<file path="config.mk">
export PLATFORM = sky130hd
export DESIGN_NAME = lsu_mem_if
export DESIGN_NICKNAME = d
export VERILOG_FILES = /design/src/rtl/lsu_pkg.sv /design/src/rtl/lsu_align.sv /design/src/rtl/lsu_mem_if.sv
export SDC_FILE = /design/constraint.sdc
export NUM_CORES = 1
export LEC_CHECK = 0
export ABC_AREA = 0
export CAP_MARGIN = 25
export CELL_PAD_IN_SITES_DETAIL_PLACEMENT = 0
export CELL_PAD_IN_SITES_GLOBAL_PLACEMENT = 1
export CORE_UTILIZATION = 36
export CTS_BUF_LIST = sky130_fd_sc_hd__clkbuf_8
export DETAILED_ROUTE_END_ITERATION = 10
export GPL_TIMING_DRIVEN = 0
export PLACE_DENSITY_LB_ADDON = 0.1
export SLEW_MARGIN = 20
export SYNTH_ARGS = -nofsm -noshare
export SYNTH_HDL_FRONTEND = slang
export SYNTH_SLANG_ARGS = --single-unit
</file>
<file path="constraint.sdc">
create_clock -name clk -period 5.1 [get_ports clk]
set_input_delay 0.51 -clock clk [delete_from_list [all_inputs] [get_ports clk]]
set_output_delay 0.51 -clock clk [all_outputs]
set_load 0.1 [all_outputs]
</file>
<file path="src/rtl/lsu_pkg.sv">
// Shared definitions for the load/store unit: funct3 codes, FSM encoding,
// and the default memory-ack timeout.
package lsu_pkg;

    localparam logic [2:0] F3_B  = 3'b000;
    localparam logic [2:0] F3_H  = 3'b001;
    localparam logic [2:0] F3_W  = 3'b010;
    localparam logic [2:0] F3_BU = 3'b100;
    localparam logic [2:0] F3_HU = 3'b101;

    localparam int DEF_TIMEOUT = 16;

    typedef enum logic [1:0] {
        S_IDLE = 2'd0,
        S_WAIT = 2'd1,
        S_RESP = 2'd2
    } state_t;

endpackage

</file>
<file path="src/rtl/lsu_align.sv">
// Combinational lane logic: byte enables, store-data replication and the
// legality check for an incoming request, plus load extraction/extension
// from the returned memory word using the latched access size and offset.
module lsu_align
    import lsu_pkg::*;
(
    input  logic        req_store,
    input  logic [2:0]  req_funct3,
    input  logic [1:0]  req_off,
    input  logic [31:0] req_wdata,
    output logic [3:0]  be,
    output logic [31:0] wdata_rep,
    output logic        illegal,
    input  logic [2:0]  ld_funct3,
    input  logic [1:0]  ld_off,
    input  logic [31:0] mem_rdata,
    output logic [31:0] ld_data
);

    logic signed [7:0]  b_s;
    logic signed [15:0] h_s;

    // Request side: size decode from funct3[1:0], then direction-specific checks.
    always_comb begin
        be        = 4'b0000;
        wdata_rep = req_wdata;
        illegal   = 1'b0;
        case (req_funct3[1:0])
            2'b00: begin
                be        = 4'b0001 << req_off;
                wdata_rep = {4{req_wdata[7:0]}};
            end
            2'b01: begin
                be        = 4'b0011 << req_off;
                wdata_rep = {2{req_wdata[15:0]}};
                illegal   = req_off[0];
            end
            2'b10: begin
                be      = 4'b1111;
                illegal = (req_off != 2'b00);
            end
            default: illegal = 1'b1;
        endcase
        // Stores have no unsigned variants; loads have no 110/111 codes.
        if (req_store && req_funct3[2])
            illegal = 1'b1;
        if (!req_store && (req_funct3 == 3'b110))
            illegal = 1'b1;
    end

    // Load side: pick the addressed lane and extend it according to funct3.
    always_comb begin
        b_s = mem_rdata[{ld_off, 3'b000} +: 8];
        h_s = mem_rdata[{ld_off[1], 4'b0000} +: 16];
        case (ld_funct3)
            F3_B:    ld_data = 32'(b_s);
            F3_BU:   ld_data = {24'h000000, b_s};
            F3_H:    ld_data = 32'(h_s);
            F3_HU:   ld_data = {16'h0000, h_s};
            default: ld_data = mem_rdata;
        endcase
    end

endmodule

</file>
<file path="src/rtl/lsu_mem_if.sv">
// Load/store unit top: accepts one request at a time, runs the req/ack
// handshake with data memory, and returns the extended load result with a
// done pulse (plus err on misalignment, illegal funct3 or ack timeout).
module lsu_mem_if
    import lsu_pkg::*;
#(
    parameter int TIMEOUT = DEF_TIMEOUT
) (
    input  logic        clk,
    input  logic        rst_n,
    input  logic        req_valid,
    input  logic        req_store,
    input  logic [2:0]  req_funct3,
    input  logic [31:0] req_addr,
    input  logic [31:0] req_wdata,
    output logic        busy,
    output logic        done,
    output logic        err,
    output logic [31:0] rdata,
    output logic        mem_req,
    output logic        mem_we,
    output logic [3:0]  mem_be,
    output logic [31:0] mem_addr,
    output logic [31:0] mem_wdata,
    input  logic        mem_ack,
    input  logic [31:0] mem_rdata
);

    localparam logic [7:0] TMO_LAST = 8'(TIMEOUT - 1);

    state_t      state, state_n;
    logic [7:0]  cnt;
    logic [2:0]  ld_funct3;
    logic [1:0]  ld_off;
    logic [3:0]  be;
    logic [31:0] wdata_rep;
    logic [31:0] ld_data;
    logic        illegal;
    logic        tmo_hit;

    lsu_align u_align (
        .req_store  (req_store),
        .req_funct3 (req_funct3),
        .req_off    (req_addr[1:0]),
        .req_wdata  (req_wdata),
        .be         (be),
        .wdata_rep  (wdata_rep),
        .illegal    (illegal),
        .ld_funct3  (ld_funct3),
        .ld_off     (ld_off),
        .mem_rdata  (mem_rdata),
        .ld_data    (ld_data)
    );

    assign busy    = (state != S_IDLE);
    assign done    = (state == S_RESP);
    assign tmo_hit = (cnt == TMO_LAST);

    // State register.
    always_ff @(posedge clk or negedge rst_n) begin
        if (!rst_n)
            state <= S_IDLE;
        else
            state <= state_n;
    end

    // Next-state: illegal requests skip the bus; ack beats a coincident timeout.
    always_comb begin
        state_n = state;
        case (state)
            S_IDLE:  if (req_valid) state_n = illegal ? S_RESP : S_WAIT;
            S_WAIT:  if (mem_ack || tmo_hit) state_n = S_RESP;
            S_RESP:  state_n = S_IDLE;
            default: state_n = S_IDLE;
        endcase
    end

    // Bus outputs, timeout counter, load result and fault flag.
    always_ff @(posedge clk or negedge rst_n) begin
        if (!rst_n) begin
            cnt       <= 8'd0;
            ld_funct3 <= 3'b000;
            ld_off    <= 2'b00;
            mem_req   <= 1'b0;
            mem_we    <= 1'b0;
            mem_be    <= 4'b0000;
            mem_addr  <= 32'h0;
            mem_wdata <= 32'h0;
            rdata     <= 32'h0;
            err       <= 1'b0;
        end else begin
            case (state)
                S_IDLE: begin
                    if (req_valid) begin
                        ld_funct3 <= req_funct3;
                        ld_off    <= req_addr[1:0];
                        mem_we    <= req_store;
                        mem_be    <= be;
                        mem_addr  <= {req_addr[31:2], 2'b00};
                        mem_wdata <= wdata_rep;
                        mem_req   <= !illegal;
                        err       <= illegal;
                        cnt       <= 8'd0;
                    end
                end
                S_WAIT: begin
                    if (mem_ack) begin
                        mem_req <= 1'b0;
                        // mem_we still carries the latched store flag.
                        if (!mem_we)
                            rdata <= ld_data;
                    end else if (tmo_hit) begin
                        mem_req <= 1'b0;
                        err     <= 1'b1;
                    end else begin
                        cnt <= cnt + 8'd1;
                    end
                end
                default: err <= 1'b0;
            endcase
        end
    end

endmodule

</file>
==> results of run 1 <==
## power groups by stage
stage	sequential, mW	combinational (mW)	clock, mW
floorplan	3.32	0.496	0
CTS	1.36	3.30	0.929
detailed placement	1.38	3.29	0
global placement	1.37	3.27	0
global route	1.40	3.41	0.971
finish	1.36	3.28	0.909
## cell families (layout without fill, tap and decap cells)
group | Yosys count | in the layout | share of synthesized area
other | 1 | 2 | 0.000680
DFF | 116 | 116 | 0.526
muxes | 45 | 45 | 0.0839
adders and majority gates | 1 | 1 | 0.00227
buffers and inverters | 52 | 290 | 0.0426
and+or+nand+nor | 294 | 294 | 0.240
xor gates and xnor gates | 2 | 2 | 0.00318
AOI/OAI and AO/OA | 96 | 96 | 0.102
## through the flow
stage	util	power (mW)	std cells	setup WS (ns)
after floorplan	-	3.81	608	2.74
after global placement	0.529	4.64	997	-1.16
after detailed placement	0.531	4.67	998	2.57
after CTS	0.559	5.59	1030	2.26
after global routing	0.559	5.78	1030	2.18
final	0.559	5.56	1030	2.30
## registers in the layout (all words and copies together) (netlist names)
| name | flops |
|---|---|
| state | 2 |
| mem_addr | 30 |
| rdata | 32 |
| mem_we | 1 |
| err | 1 |
| mem_req | 1 |
| mem_wdata | 32 |
| cnt | 8 |
| ld_off | 2 |
| ld_funct3 | 3 |
| mem_be | 4 |
## critical path: cells and delay by family, from the launching register on
kind	cells	cell delay [ns]
DFF	1	0.34
buffers and inverters	2	1.35
and+or+nand+nor	1	0.17
## cells in the mapped netlist, types with 2 or more instances
cell	instances	area (µm²)
dfrtp_1	116	2900
buf_2	17	85.1
buf_4	3	22.5
nor4_1	4	25.0
a221oi_1	2	17.5
a211o_1	4	35.0
xor2_1	2	17.5
a31oi_1	2	12.5
or2_2	2	12.5
nor2b_1	4	25.0
a21oi_1	27	135
nor3b_1	3	22.5
a2bb2oi_1	4	35.0
o21ai_0	45	225
nand2_1	193	724
nor2_1	17	63.8
nand3_1	35	175
nor3_1	8	40.0
buf_1	2	7.51
mux2i_1	35	350
nand2b_1	4	25.0
nand3b_1	9	67.6
and2_1	2	12.5
mux2_2	10	113
clkbuf_1	22	82.6
o22ai_1	2	12.5
inv_1	7	26.3
a211oi_1	2	15.0
## cell usage in the layout (no fill, tap or decap), types with 17 or more instances in the layout
cell and instances:
clkdlybuf4s50_1 204, clkbuf_8 18, nand2_1 193, o21ai_0 45
nand3_1 35, clkbuf_1 22, nor2_1 17, a21oi_1 27
mux2i_1 35, dfrtp_1 116, buf_2 17
## layout make-up
type | instances | share of cell area
Buffer | 45 | 0.0253
Clock buffer | 18 | 0.0300
Clock inverter | 14 | 0.0205
Inverter | 7 | 0.00319
Multi-Input combinational cell | 440 | 0.289
Sequential cell | 116 | 0.352
Tap cell | 184 | 0.0279
Timing Repair Buffer | 206 | 0.252
## final timing paths
| path | from | to | slack (ns) | depth (start not counted) |
|---|---|---|---|---|
| max | state[1] | done | 2.30 | 3 |
| min | rst_n | cnt[5] | 0.03 | 1 |
| max reg2reg | ld_off[1] | rdata[25] | 3.10 | 5 |
| min reg2reg | mem_addr[5] | mem_addr[5] | 0.47 | 2 |
| max in group asynchronous | rst_n | mem_addr[15] | 4.37 | 2 |
| min in group clk | mem_addr[5] | mem_addr[5] | 0.47 | 2 |
## layer usage
| metal | vias up | share of wire | wire (µm) | global-route usage |
|---|---|---|---|---|
| met3 | 15 | 0.066 | 1150 | 0.0705 |
| met1 | 2475 | 0.45 | 7770 | 0.283 |
| li1 | 2503 | - | - | - |
| met4 | 0 | 0.013 | 223 | 0.0893 |
| met5 | - | 0 | 0 | 0 |
| met2 | 155 | 0.47 | 8230 | 0.371 |
==> metrics.md, run 1 <==
| Metric | Value |
|---|---|
| Outcome | complete, no violations |
| Sum Neg Setup Slack | 0 ns |
| Synthesized area per cell | 9.09 µm² |
| Synth Flop Type | dfrtp_1 |
| Final max-slew violation count | 0 |
| I/O pin total | 209 |
| Sw frac | 0.555 |
| TritonCTS clock tree | done |
| Clk pwr share | 0.164 |
| Critical-path cell list | buf_2 > nor2b_1 > clkdlybuf4s50_1 |
| Initial Util | 0.374 |
| Final std cell area, no fill | 8250 µm² |
| Reg area | 2900 µm² |
| Worst Skew | 0.0143 ns |
| Setup CP Type | reg2out |
| CP Launch Type | register |
| CTS Root Cell | clkbuf_8 |
| Total Routing Usage GR | 0.228 |
| Max IR drop VDD | 0.322 mV |
| Pleak | 3.73 nW |
| Post-route DRC | 0 |
| Via/cell ratio | 5.00 |
| Sequential fraction of design power | 0.245 |
| Clk_lat worst skew | 0.45 ns |
| First-pass GRT wire length | 27,800 µm |
| Routed length per placed instance | 16.9 µm |
| Crit share post-route | 0.549 |
| Worst-path clk slew | 0.08 ns |
| Data arrival, critical path | 2.29 ns |
| Sink Count | 116 |
| Synthesis-stage register bit count | 116 |
| Unique cell type count in the Yosys netlist | 52 |
| Die area | 15,800 µm² |
| Total of max-cap violations | 0 |
| Drt total wl | 17,400 µm |
| Final setup violation count | 0 |
| Htree depth | 4 |
| Setup bufs post-CTS | 0 |
| Mapped cell area | 5520 µm² |
| Required @ worst endpoint | 4.59 ns |
| Async S/R FF share, synth | 1.00 |
| Initial antenna violation count | 0 |
| Syn. warnings | 0 |
| EDFF count, synth | 0 |
| Sequential area share after synthesis | 0.526 |
| Buffer depth of the longest clock path | 2 |
| Fmax | 357 MHz |
| Remaining Overflow, GRT | 0 |
| Routability cong. | 0.783 |
| Cts bufs inserted | 17 |
| Vias in the first global route | 5,290 |
| Final Hold Slack | 0.0299 ns |
| Area Overhead vs Synth | 49.5% |
| Internal power | 2.47 mW |
| Worst Setup End Kind | primary output |
| # hold bufs at CTS | 0 |
| Routed Antenna Nets | 0 |
| Fraction of layout cells with a size suffix above 1 | 0.0863 |
| Length of the first detailed-routing pass in iterations | 4 |
| IO buf count | 205 |
| Row count | 44 |
| Synth Instances | 607 |
| Drt initial violations | 314 |
| Placed inst area | 7830 µm² |
| Critical Path Slowest Stage Cell | clkdlybuf4s50_1 |
| DR vias | 5,148 |
| HPWL Detailed | 12,800 µm |
| Hold Crit Class | in2async |
| N_diodes | 0 |
| FILL cells | 1,386 |
| Hold Violations, Final | 0 |
| RSZ-0062 raised after global routing | no |
| Area of the multi-input gates | 2380 µm² |
| DIE HEIGHT | 126 µm |
| Final net count | 938 |
| Min Tclk post-route | 2.80 ns |
| Power per cell area | 673 nW/µm² |
| Worst slew pin tran | 1.03 ns |
| NetSw | 3.08 mW |
| Slew HR | 0.312 |
| Largest net degree at the start of global routing | 63 |
| CP Max Fanout | 10 |
| Core footprint | 14,800 µm² |
| CP peak stage delay | 1.14 ns |
| Logic pwr share | 0.591 |
| Die width | 126 µm |
| CTS-repair resized insts | 0 |
Note: power is estimated with default switching activity, not from simulation.
==> inputs of run 2 (changes only) <==
CORE_UTILIZATION = 33   (was 36)
clock period = 2.6 ns   (was 5.1 ns; I/O delays follow)
==> run 2 against run 1 <==
  * Sequential share of layout area fell by 0.16 points
  * Die area increased by 8.9%
  * Critical path depth unchanged
  * Register-to-register slack lost 2.4 ns
  * First-iteration DRC count is 17% lower
  * Flip-flop and latch count is the same
  * Global-route usage shrank 1.7 points
  * Largest power group unchanged
==> metrics.md, run 2 (synthesized netlist as in run 1, its figures left out) <==
| Metric | Value |
|---|---|
| Outcome | complete, no violations |
| Total Routing Usage GR | 0.211 |
| Met3 Use GR | 0.0745 |
| Pleak | 3.74 nW |
| Setup CP Type | reg2out |
| Sink Count | 116 |
| Commonest non-fill, non-tap cell in the layout | clkdlybuf4s50_1 |
| Max IR drop VDD | 0.780 mV |
| Hold Crit Class | in2reg |
| Buffer depth of the longest clock path | 2 |
| Min-Delay Endpoint | mem_addr[22] |
| Data arrival, critical path | 2.22 ns |
| Final net count | 939 |
| Reg2reg start | mem_we |
| CP Max Fanout | 10 |
| Post-route DRC | 0 |
| Fraction of layout cells with a size suffix above 1 | 0.0852 |
| CP bufs+invs | 2 |
| Biggest regs | mem_wdata (32), rdata (32), mem_addr (30) |
| Row count | 46 |
| Global route hottest layer | met2 |
| Total of max-cap violations | 0 |
| CP top delay family | buffers and inverters |
| Drt initial violations | 262 |
| Initial antenna violation count | 0 |
| Required @ worst endpoint | 2.34 ns |
| IO buf count | 205 |
| Die width | 131 µm |
| Final Core Density | 0.514 |
| Critical Path Slowest Stage Cell | clkdlybuf4s50_1 |
| Routed Antenna Nets | 0 |
| Clk_lat worst skew | 0.43 ns |
| Worst Setup End Kind | primary output |
| Worst Skew | 0.0125 ns |
| Crit path from | state[1] |
| CP peak stage delay | 0.96 ns |
| Length of the first detailed-routing pass in iterations | 4 |
| Hold Violations, Final | 0 |
| R2R setup slack | 0.66 ns |
| Pre-CTS WS | 0.343 ns |
| Instance count on the critical path | 3 |
| Largest net degree at the start of global routing | 71 |
| Commonest cells after routing, fill and taps aside | clkdlybuf4s50_1 (203), nand2_1 (193), dfrtp_1 (116) |
| Vias in the first global route | 5,338 |
| Cts bufs inserted | 17 |
| Reg2Reg Capture Point | rdata[12] |
| Met1 global-route usage | 0.261 |
| TritonCTS clock tree | done |
| DR vias | 5,135 |
| Die area | 17,200 µm² |
| Reg2reg path depth | 3 |
| Slew HR | 0.313 |
| Met2 Track Usage GR | 0.347 |
| Final Hold Slack | 0.358 ns |
| Fmax | 403 MHz |
| Crit share post-route | 0.956 |
| Power per cell area | 1310 nW/µm² |
| Worst slew pin tran | 1.03 ns |
| I/O pin total | 209 |
| Final max-slew violation count | 0 |
| HPWL Detailed | 12,900 µm |
| Core footprint | 16,100 µm² |
| Remaining Overflow, GRT | 0 |
| CP Launch Type | register |
| Htree depth | 4 |
| Final worst slack | 0.116 ns |
| Final setup violation count | 0 |
| First-pass GRT wire length | 28,400 µm |
| Hold Crit Start | req_addr[22] |
| Initial Util | 0.342 |
| Critical-path cell list | buf_2 > or2_2 > clkdlybuf4s50_1 |
| DIE HEIGHT | 131 µm |
| RSZ-0062 raised after global routing | no |
| Via/cell ratio | 4.84 |
| WHS Path Cells | 3 |
| Area Overhead vs Synth | 50.2% |
| Drt total wl | 17,400 µm |
| N_diodes | 0 |
| Min Tclk post-route | 2.48 ns |
| Worst-path clk slew | 0.07 ns |
| Routed length per placed instance | 16.4 µm |
| CTS Root Cell | clkbuf_8 |
| Routability cong. | 0.842 |
run 2: cell types whose count changed in the layout (fill, tap and decap cells not counted), sizes merged:
cell,change
clkbuf,-1
dlymetal6s2s,+1
dlygate4sd3,+1
clkdlybuf4s50,-1
inv,-1
run 2: area by class of cell:
| class | instances | area (µm²) |
|---|---|---|
| buffer | 45 | 209 |
| timing repair buffer | 207 | 2090 |
| sequential | 116 | 2900 |
| clock buffer | 17 | 234 |
| clock inverter | 13 | 169 |
| inverter | 7 | 26.3 |
| fill | 1506 | 7830 |
| multi-input combinational | 440 | 2380 |
| tap | 216 | 270 |
run 2: worst max path at each step:
stage                               to  slack, ns
final                             busy       0.12
after CTS                         done       0.05
after global routing              busy       0.02
after detailed placement     rdata[20]       0.34
after global placement    mem_addr[13]      -3.35
after floorplan                   done       0.49
run 2: where the power goes:
| group | switching, mW | internal, mW |
|---|---|---|
| logic | 5.00 | 1.44 |
| registers | 0.308 | 2.36 |
| clock network | 0.714 | 1.02 |
| total | 6.03 | 4.82 |
run 2: worst min-delay path, delay by kind of cell:
| kind | cells | cell delay, ns |
|---|---|---|
| AND/OR/NAND/NOR | 2 | 0.09 |
| buffers and inverters | 1 | 0.39 |
run 2: repair_timing:
item	in CTS	in global routing
gates resized for setup	0	1
buffers inserted	0	0
hold buffers	1	0
endpoints found under the setup margin	0	1
hold endpoints to repair	69	0
run 2: metrics by stage:
step                power [mW]  instances  area [µm²]  TNS [ns]
floorplan                 7.48        608        5520         0
global placement          9.11       1029        7840   -387.58
detailed placement        9.17       1030        7870         0
CTS                       11.0       1061        8290         0
global route              11.3       1061        8290         0
finish                    10.8       1061        8290         0
run 2: routing by layer:
layer  wire length (µm)  part of all wire
met5                  0                 0
met4                104            0.0060
met3               1350             0.077
met2               8410              0.48
met1               7540              0.43
==> inputs of run 3 (changes only) <==
CORE_MARGIN = 3   (was default)
==> run 3 against run 2 <==
  * First-iteration DRC count up 8.4%
  * Count of clock-buffer cells in the layout increased by 3
  * Total power about the same
  * Clock power about the same
  * Maximum frequency fell by 0.14%
  * Via count increased by 1.1%
  * Critical path depth stayed put
  * Combinational power is essentially flat
  * Critical endpoint unchanged
==> metrics.md, run 3 (synthesized netlist as in run 1, its figures left out) <==
| Metric | Value |
|---|---|
| CP Max Fanout | 10 |
| Critical-path cell list | buf_2 > or2_2 > clkdlybuf4s50_1 |
| Outcome | complete, no violations |
| Final Hold Slack | 0.319 ns |
| Power per cell area | 1310 nW/µm² |
| Commonest non-fill, non-tap cell in the layout | clkdlybuf4s50_1 |
| Placed inst area | 7870 µm² |
| Initial antenna violation count | 0 |
| Crit path from | state[1] |
| Design Power | 10.8 mW |
| DIE HEIGHT | 135 µm |
| Cts bufs inserted | 17 |
| Worst Setup End Kind | primary output |
| Fraction of layout cells with a size suffix above 1 | 0.0875 |
| Routability cong. | 0.859 |
| Total of max-cap violations | 0 |
| Commonest cells after routing, fill and taps aside | clkdlybuf4s50_1 (203), nand2_1 (193), dfrtp_1 (116) |
| Hold Crit Class | in2async |
| IO buf count | 205 |
| Worst slew pin tran | 1.03 ns |
| Routed length per placed instance | 16.8 µm |
| CTS Root Cell | clkbuf_8 |
| Area Overhead vs Synth | 50.3% |
| Final max-slew violation count | 0 |
| Final setup violation count | 0 |
| Buffer depth of the longest clock path | 2 |
| CP peak stage delay | 0.97 ns |
| Drt initial violations | 284 |
| Remaining Overflow, GRT | 0 |
| Max IR drop VDD | 0.842 mV |
| Row count | 46 |
| Hold Violations, Final | 0 |
| Die area | 18,300 µm² |
| Required @ worst endpoint | 2.34 ns |
| Worst Skew | 0.00582 ns |
| Htree depth | 4 |
| Reg2reg start | ld_off[1] |
| Slew HR | 0.314 |
| Fmax | 402 MHz |
| Sink Count | 116 |
| Critical Path Slowest Stage Cell | clkdlybuf4s50_1 |
| Length of the first detailed-routing pass in iterations | 5 |
| Final std cell area, no fill | 8290 µm² |
| Setup bufs post-CTS | 0 |
| Crit share post-route | 0.957 |
| Via/cell ratio | 4.89 |
| HPWL Detailed | 13,300 µm |
| Routed Antenna Nets | 0 |
| DR vias | 5,192 |
| Clk_lat worst skew | 0.43 ns |
| Min Tclk post-route | 2.49 ns |
| Biggest regs | mem_wdata (32), rdata (32), mem_addr (30) |
| TritonCTS clock tree | done |
| Vias in the first global route | 5,261 |
| Drt total wl | 17,800 µm |
| I/O pin total | 209 |
| N_diodes | 0 |
| Post-route DRC | 0 |
| Setup CP Type | reg2out |
| Pleak | 3.74 nW |
| Largest net degree at the start of global routing | 77 |
| Final net count | 939 |
| Die width | 135 µm |
| First-pass GRT wire length | 28,200 µm |
| Initial Util | 0.342 |
| Core footprint | 16,100 µm² |
| Worst-path clk slew | 0.07 ns |
| Total Routing Usage GR | 0.197 |
| CP Launch Type | register |
| RSZ-0062 raised after global routing | no |
| Data arrival, critical path | 2.23 ns |
## run 3: cell count changes in the layout (fill, tap and decap cells not counted), sizes merged
cell      previous run  this run
clkbuf              39        42
inv                  9         8
clkinvlp             1         2
bufinv               4         3
clkinv               6         5
## run 3: metal layers
layer | GRT usage | up-vias | part of all wire
met5 | 0 | - | 0
met4 | 0.0789 | 0 | 0.022
met3 | 0.0661 | 30 | 0.088
met2 | 0.319 | 194 | 0.48
met1 | 0.243 | 2470 | 0.41
li1 | - | 2498 | -
## run 3: timing repair
item / 4_1_cts / 5_1_grt
resized for setup: 0 / 1
hold endpoints to repair: 40 / 0
hold buffers: 1 / 0
endpoints found under the setup margin: 0 / 1
## run 3: report_power, final
group          switching, mW  internal (mW)
Sequential             0.315           2.36
Clock                  0.717           1.01
Combinational           5.01           1.44
Total                   6.04           4.81
## run 3: per-stage QoR
step / setup TNS, ns / utilization / worst slack [ns] / cells
finish: 0 / 0.515 / 0.112 / 1062
global route: 0 / 0.515 / 0.0373 / 1062
CTS: 0 / 0.515 / 0.0301 / 1062
detailed placement: 0 / 0.489 / 0.306 / 1030
global placement: -404.98 / 0.487 / -3.51 / 1029
floorplan: 0 / - / 0.487 / 608
## run 3: critical path, delay by kind of cell, from the launching register on
family | cells | cell delay, ns
and+or+nand+nor | 1 | 0.30
DFF | 1 | 0.37
buffers and inverters | 2 | 1.15
## run 3: worst paths after layout
path,endpoint,slack (ns),depth (start not counted)
worst max register to register,rdata[22],0.67,5
worst max-delay path,busy,0.11,3
worst min register to register,mem_wdata[3],0.47,2
worst min-delay path,rdata[26],0.32,2
max in group asynchronous,mem_be[1],1.55,3
min in group clk,mem_addr[13],0.36,3
## run 3: layout make-up
cell class                 instances  area [µm²]
tap                              216         270
inverter                           7        26.3
clock inverter                    11         134
fill                            1526        7820
multi-input combinational        440        2380
sequential                       116        2900
timing repair buffer             207        2090
buffer                            45         209
clock buffer                      20         275
==> patch 1 (settings of run 3) <==
Re-encode `state_t` (3 states) as one-hot, 3 bits wide.
--- a/src/rtl/lsu_pkg.sv
+++ b/src/rtl/lsu_pkg.sv
@@ -10,10 +10,10 @@
 
     localparam int DEF_TIMEOUT = 16;
 
-    typedef enum logic [1:0] {
-        S_IDLE = 2'd0,
-        S_WAIT = 2'd1,
-        S_RESP = 2'd2
+    typedef enum logic [2:0] {
+        S_IDLE = 3'b001,
+        S_WAIT = 3'b010,
+        S_RESP = 3'b100
     } state_t;
 
 endpackage
Behaviour: no difference found for any inputs over 4 cycles, from zero or initial values and one cycle with rst_n low; so few cycles prove little.
==> patch 1 against run 3 <==
- core utilization rose by 0.18 points
- sequential cell count is 1 higher
- setup slack improved by 0.13 ns
- area after synthesis shrank 0.57%
- wire length shrank 1.2%
- final area hardly changed
Power is left out: the tool's default activity adds up to more than one toggle a clock period on the data nets, which glitch-free logic cannot reach.
==> patch 1: results (changes against run 3) <==
Placement
The count of input and output buffers was 205 (unchanged). The total half-perimeter wirelength after legalization and detailed placement is 13400 um (+0.28%). The placer congestion estimate came to 0.832 (-3.1%).

Clocking
The root buffer selected by CTS is sky130_fd_sc_hd__clkbuf_8. The clock-pin slew reported for the worst setup and hold paths after clock tree synthesis is 0.07 ns (about the same). The clock latency reported for the late side of the worst-skew pair is 0.45 ns (+0.02 ns). The number of buffers added for setup after CTS is 0 (unchanged). The number of H-tree levels is 4 (unchanged).

The TritonCTS buffer count is 17 (unchanged). The deepest clock path buffer count was 2 (unchanged).

Synth
The share of synthesized area occupied by flip-flops and latches came to 53.4% (+0.78 points). In the post-synthesis netlist, the biggest area contributors are sky130_fd_sc_hd__dfrtp_1 53%, sky130_fd_sc_hd__nand2_1 13%, sky130_fd_sc_hd__mux2i_1 5.1%. The leading register cell type out of synthesis is sky130_fd_sc_hd__dfrtp_1.

The proportion of synthesized flip-flops having asynchronous set or reset is 100% (unchanged). The number of warnings issued by yosys is 0 (unchanged). The number of distinct standard cells referenced by the synthesized netlist is 50 (-3.8%). The commonest cells after synthesis are 188 x sky130_fd_sc_hd__nand2_1, 116 x sky130_fd_sc_hd__dfrtp_1, 47 x sky130_fd_sc_hd__o21ai_0.

Drt
The routed via count divided by cell count is 4.78 (-2.2%). The initial detailed-routing violation count is 327 (+15%). The length of the first detailed-routing pass in iterations is 6 (+1). The detailed-route wire length per cell is 16.6 um (-1.3%).

Worst setup path
The standard cell with the maximum stage delay on the critical path is sky130_fd_sc_hd__dfstp_2. The maximum fanout along the worst path was 8 (-2). The data arrival time of the critical path is 2.09 ns (-0.14 ns). The cell family contributing the most delay on the critical path is buffers and inverters. Tracing the worst setup path back leads to its startpoint at state[0]. The delay contributed by the slowest stage of the critical path is 0.60 ns (-0.37 ns). The startpoint of the lowest-slack register-to-register path is state[1].

Final layout
The layout filler cell count came to 1513 (-0.85%). The layout cell share with drive strength beyond 1 is 7.79% (-0.95 points). The largest registers in the layout are mem_wdata: 32 flops, rdata: 32 flops, mem_addr: 30 flops. The number of nets in the layout is 939 (unchanged). The antenna diode instance count is 0 (unchanged).

Min path
The worst hold path class is in2async.

Timing
The slew at the pin with the worst max-slew slack is 1.03 ns (+0.00470 ns). The clock skew was 0.00774 ns (+0.00192 ns).

GRT
The via count of the first global-routing pass is 5283 (+0.42%). The largest net degree at the start of global routing is 72 (-6.5%). The initial antenna violation count is 0 (unchanged). The global-route wire length before repair is 28300 um (+0.32%). The overall global routing resource usage is 20.1% (+0.35 points).

Outcome
The run finished with clean final reports.
[patch 1: cell types whose count changed after synthesis, sizes merged, moves of 8 or more]
cell and change:
nor2 +17, inv +10, a21oi +10, a21o +9, nand3 -31, nor3 -8
[patch 1: kinds of logic (layout without fill, tap and decap cells)]
family,after synthesis,after routing,share of synthesized area [%]
buffers and inverters,56,295,4.38
XOR/XNOR,3,3,0.479
AO/OA/AOI/OAI,131,131,14.4
AND/OR/NAND/NOR,262,262,20.1
flip-flops,117,117,53.4
multiplexers,36,36,6.96
adder cells (fa/ha/maj),1,1,0.228
other,1,2,0.0683
[patch 1: final cells by class]
cell class,instances,share of cell area (%)
inverters,17,0.769
multi-input cells,435,28.1
clock buffers,22,3.65
well taps,216,3.26
plain buffers,39,2.13
repair buffers,207,25.2
flip-flops and latches,117,35.3
clock inverters,10,1.54
[patch 1: worst paths after layout]
kind	endpoint	slack (ns)	cells past startpoint
setup / recovery	busy	0.25	3
hold / removal	cnt[6]	0.33	2
setup reg to reg	rdata[13]	0.56	5
hold reg to reg	mem_addr[24]	0.47	2
max in group asynchronous	mem_addr[25]	1.57	3
min in group clk	mem_addr[15]	0.34	3
[patch 1: repair_timing]
action                                 4_1_cts  5_1_grt
gates resized for setup                      2        1
endpoints found under the hold margin       45        0
setup endpoints to repair                    1        1
hold buffers                                 1        0
[patch 1: per-stage QoR]
step | setup WS (ns) | instance area [um2] | instances
global route | 0.0928 | 8290 | 1063
floorplan | 0.684 | 5500 | 608
global placement | -3.40 | 7820 | 1029
finish | 0.246 | 8290 | 1063
CTS | 0.000888 | 8290 | 1063
detailed placement | 0.111 | 7850 | 1030
[patch 1: routing by layer]
metal	track usage (%)	vias up	wire (um)
li1	-	2498	-
met1	25.5	2397	7580
met2	31.5	166	8250
met3	7.64	23	1500
met4	6.83	0	308
met5	0	-	0
==> patch 2 (flow settings as in run 3) <==
Without the edit above. Set the package constant `DEF_TIMEOUT` to 15 (it was 16).
--- a/src/rtl/lsu_pkg.sv
+++ b/src/rtl/lsu_pkg.sv
@@ -8,7 +8,7 @@
     localparam logic [2:0] F3_BU = 3'b100;
     localparam logic [2:0] F3_HU = 3'b101;
 
-    localparam int DEF_TIMEOUT = 16;
+    localparam int DEF_TIMEOUT = 15;
 
     typedef enum logic [1:0] {
         S_IDLE = 2'd0,
Formal check against the unedited RTL: same outputs for any inputs over 4 cycles, from zero or initial values and one cycle with rst_n low; that may be too few to reach the edited logic, so the function may still have changed.
==> patch 2 against run 3 <==
- final area is 2.5% higher
- sequential cell count stayed put
- non-clock buffer count is 2 lower
- wire length is 2.3% higher
- area after synthesis is 2.4% higher
- setup slack better by 0.092 ns
- die area is 2.3% higher
- total power is 4.8% higher
- clock skew is 0.0065 ns higher
- sequential power is 1% higher
- count of clock-buffer cells in the layout is 1 higher
==> patch 2: results (changes against run 3) <==
Clocking
The clock latency reported for the late side of the worst-skew pair is 0.43 ns (about the same). The number of buffers added for setup after CTS is 0 (unchanged). The TritonCTS buffer count is 17 (unchanged). The deepest clock path buffer count is 2 (unchanged).

The root buffer cell chosen for the clock tree is sky130_fd_sc_hd__clkbuf_8. The clock-pin slew reported for the worst setup and hold paths after clock tree synthesis is 0.07 ns (about the same). The number of H-tree levels is 4 (unchanged).

Synth
The mean instance size in the synthesized netlist is 8.96 um2 (-1.5%). The number of distinct standard cells referenced by the synthesized netlist came to 52 (unchanged). The fraction of post-synthesis cell area in the top cell type by area was 51.4% (-1.2 points). The proportion of synthesized flip-flops having asynchronous set or reset was 100% (unchanged). The share of synthesized area occupied by flip-flops and latches is 51.4% (-1.2 points). Sorting the synthesized cells by how often they occur yields 196 x sky130_fd_sc_hd__nand2_1, 116 x sky130_fd_sc_hd__dfrtp_1, 56 x sky130_fd_sc_hd__o21ai_0. The number of warnings issued by yosys is 0 (unchanged).

The leading register cell type out of synthesis is sky130_fd_sc_hd__dfrtp_1. In the post-synthesis netlist, the biggest area contributors are sky130_fd_sc_hd__dfrtp_1 51%, sky130_fd_sc_hd__nand2_1 13%, sky130_fd_sc_hd__mux2i_1 5.7%.

Placement
The total placed cells including tap cells is 1058 (+2.7%). The minimum setup slack after placement was 0.178 ns (-0.128 ns). The placer congestion estimate was 0.812 (-5.5%). The total half-perimeter wirelength after legalization and detailed placement is 13400 um (+0.59%). The count of input and output buffers is 205 (unchanged). The instance area at placement is 0.00801 mm2 (+1.8%).

Pwr
The reported leakage power came to 0.00383 uW (+2.4%). The highest ir drop seen on vdd was 0.843 mV (+0.11%). The proportion of total power due to net switching is 54.5% (-1.2 points).

Drt
The length of the first detailed-routing pass in iterations is 4 (-1). The initial detailed-routing violation count is 269 (-5.3%). The total wirelength of the detailed-routed design is 18200 um (+2.3%). The detailed-route wire length per cell was 16.7 um (-0.33%). The routed via count divided by cell count came to 4.86 (-0.58%). The number of routed nets with antenna violations came to 0 (unchanged).

Timing
The worst relative slew slack is 30.6% (-0.83 points). The clock skew came to 0.0123 ns (+0.00647 ns). The worst path setup slack after routing was 0.204 ns (+0.0919 ns). The setup violation total in the final timing report is 0 (unchanged).

Worst setup path
The maximum fanout along the worst path is 10 (unchanged). The setup slack of the most critical reg-to-reg path came to 0.56 ns (-0.11 ns). The worst-case reg-to-reg path depth was 6 (+1).

GRT
The overall global routing resource usage is 19.7% (about the same). The initial antenna violation count is 0 (unchanged). The largest net degree at the start of global routing was 79 (+2.6%). The global-route wire length before repair is 28500 um (+1.0%). The via count of the first global-routing pass is 5381 (+2.3%).

Final layout
The largest registers in the layout are mem_wdata: 32 flops, rdata: 32 flops, mem_addr: 30 flops. The antenna diode instance count came to 0 (unchanged). The layout cell share with drive strength beyond 1 is 8.74% (-0.011 points).

The number of nets in the layout is 964 (+2.7%).

Outcome
The flow ran to the end, and the final reports show no timing, DRC or antenna violations.

Min path
The worst hold path class is in2async.
-- patch 2: cell types whose count changed after synthesis, sizes merged, moves of 4 or more --
cell	change
inv	+4
o21ai	+12
a211o	-4
nand2b	+8
nor2	+6
-- patch 2: final timing paths --
kind                         startpoint           end
max                            state[1]          done
min                               rst_n        cnt[1]
max reg2reg                    state[0]  mem_addr[28]
min reg2reg                mem_addr[18]  mem_addr[18]
max in group asynchronous         rst_n  mem_addr[18]
min in group clk           req_addr[17]  mem_addr[17]
-- patch 2: final cells by class --
type                       count  area (um2)
buffer                        43         218
tap                          220         275
fill                        1569        8200
clock inverter                10         201
inverter                      11        41.3
timing repair buffer         207        2080
clock buffer                  21         289
multi-input combinational    462        2490
sequential                   116        2900
-- patch 2: cell families (layout without fill, tap and decap cells) --
| logic type | count (synthesis) | count (layout) | synth area share, % |
|---|---|---|---|
| AND/OR/NAND/NOR | 311 | 311 | 24.7 |
| flip-flops | 116 | 116 | 51.4 |
| other | 1 | 2 | 0.0664 |
| adder cells (fa/ha/maj) | 2 | 2 | 0.443 |
| AO/OA/AOI/OAI | 104 | 104 | 11.1 |
| buffers and inverters | 54 | 292 | 4.58 |
| XOR/XNOR | 3 | 3 | 0.465 |
| multiplexers | 40 | 40 | 7.26 |
-- patch 2: power by group through the flow --
| stage | clock network (uW) | logic (uW) | registers [uW] |
|---|---|---|---|
| 6_report | 2070 | 6590 | 2710 |
| 5_1_grt | 2220 | 6850 | 2790 |
| 4_1_cts | 2120 | 6630 | 2720 |
| 3_5_place_dp | 0 | 6630 | 2740 |
| 3_3_place_gp | 0 | 6590 | 2720 |
| 2_1_floorplan | 0 | 1000 | 6620 |
-- patch 2: routing by layer --
metal  GRT usage, %  share of wire [%]  up-vias
li1               -                  -     2570
met1           24.8                 43     2533
met2           31.3                 46      173
met5              0                  0        -
met4           6.04                1.4        0
met3           7.87                9.2       22
-- patch 2: critical path: stages, from the launching register on --
cell	delay (ns)
sky130_fd_sc_hd__dfrtp_1	0.37
sky130_fd_sc_hd__clkbuf_1	0.32
sky130_fd_sc_hd__nor2b_1	0.17
sky130_fd_sc_hd__dlygate4sd2_1	0.86
-- patch 2: what timing repair did --
item                       in CTS  in global routing
setup endpoints to repair       2                  1
resized for setup               2                  2
hold buffers                    1                  0
hold endpoints to repair       38                  0
pin swaps                       0                  0
cloned                          0                  0
-- patch 2: stage by stage --
step / utilization [%] / hold slack (ns)
after global placement: 47.8 / 0.457
after floorplan: - / -0.0356
after detailed placement: 48.0 / 0.199
final: 50.9 / 0.311
after CTS: 51.0 / 0.302
after global routing: 50.9 / 0.324
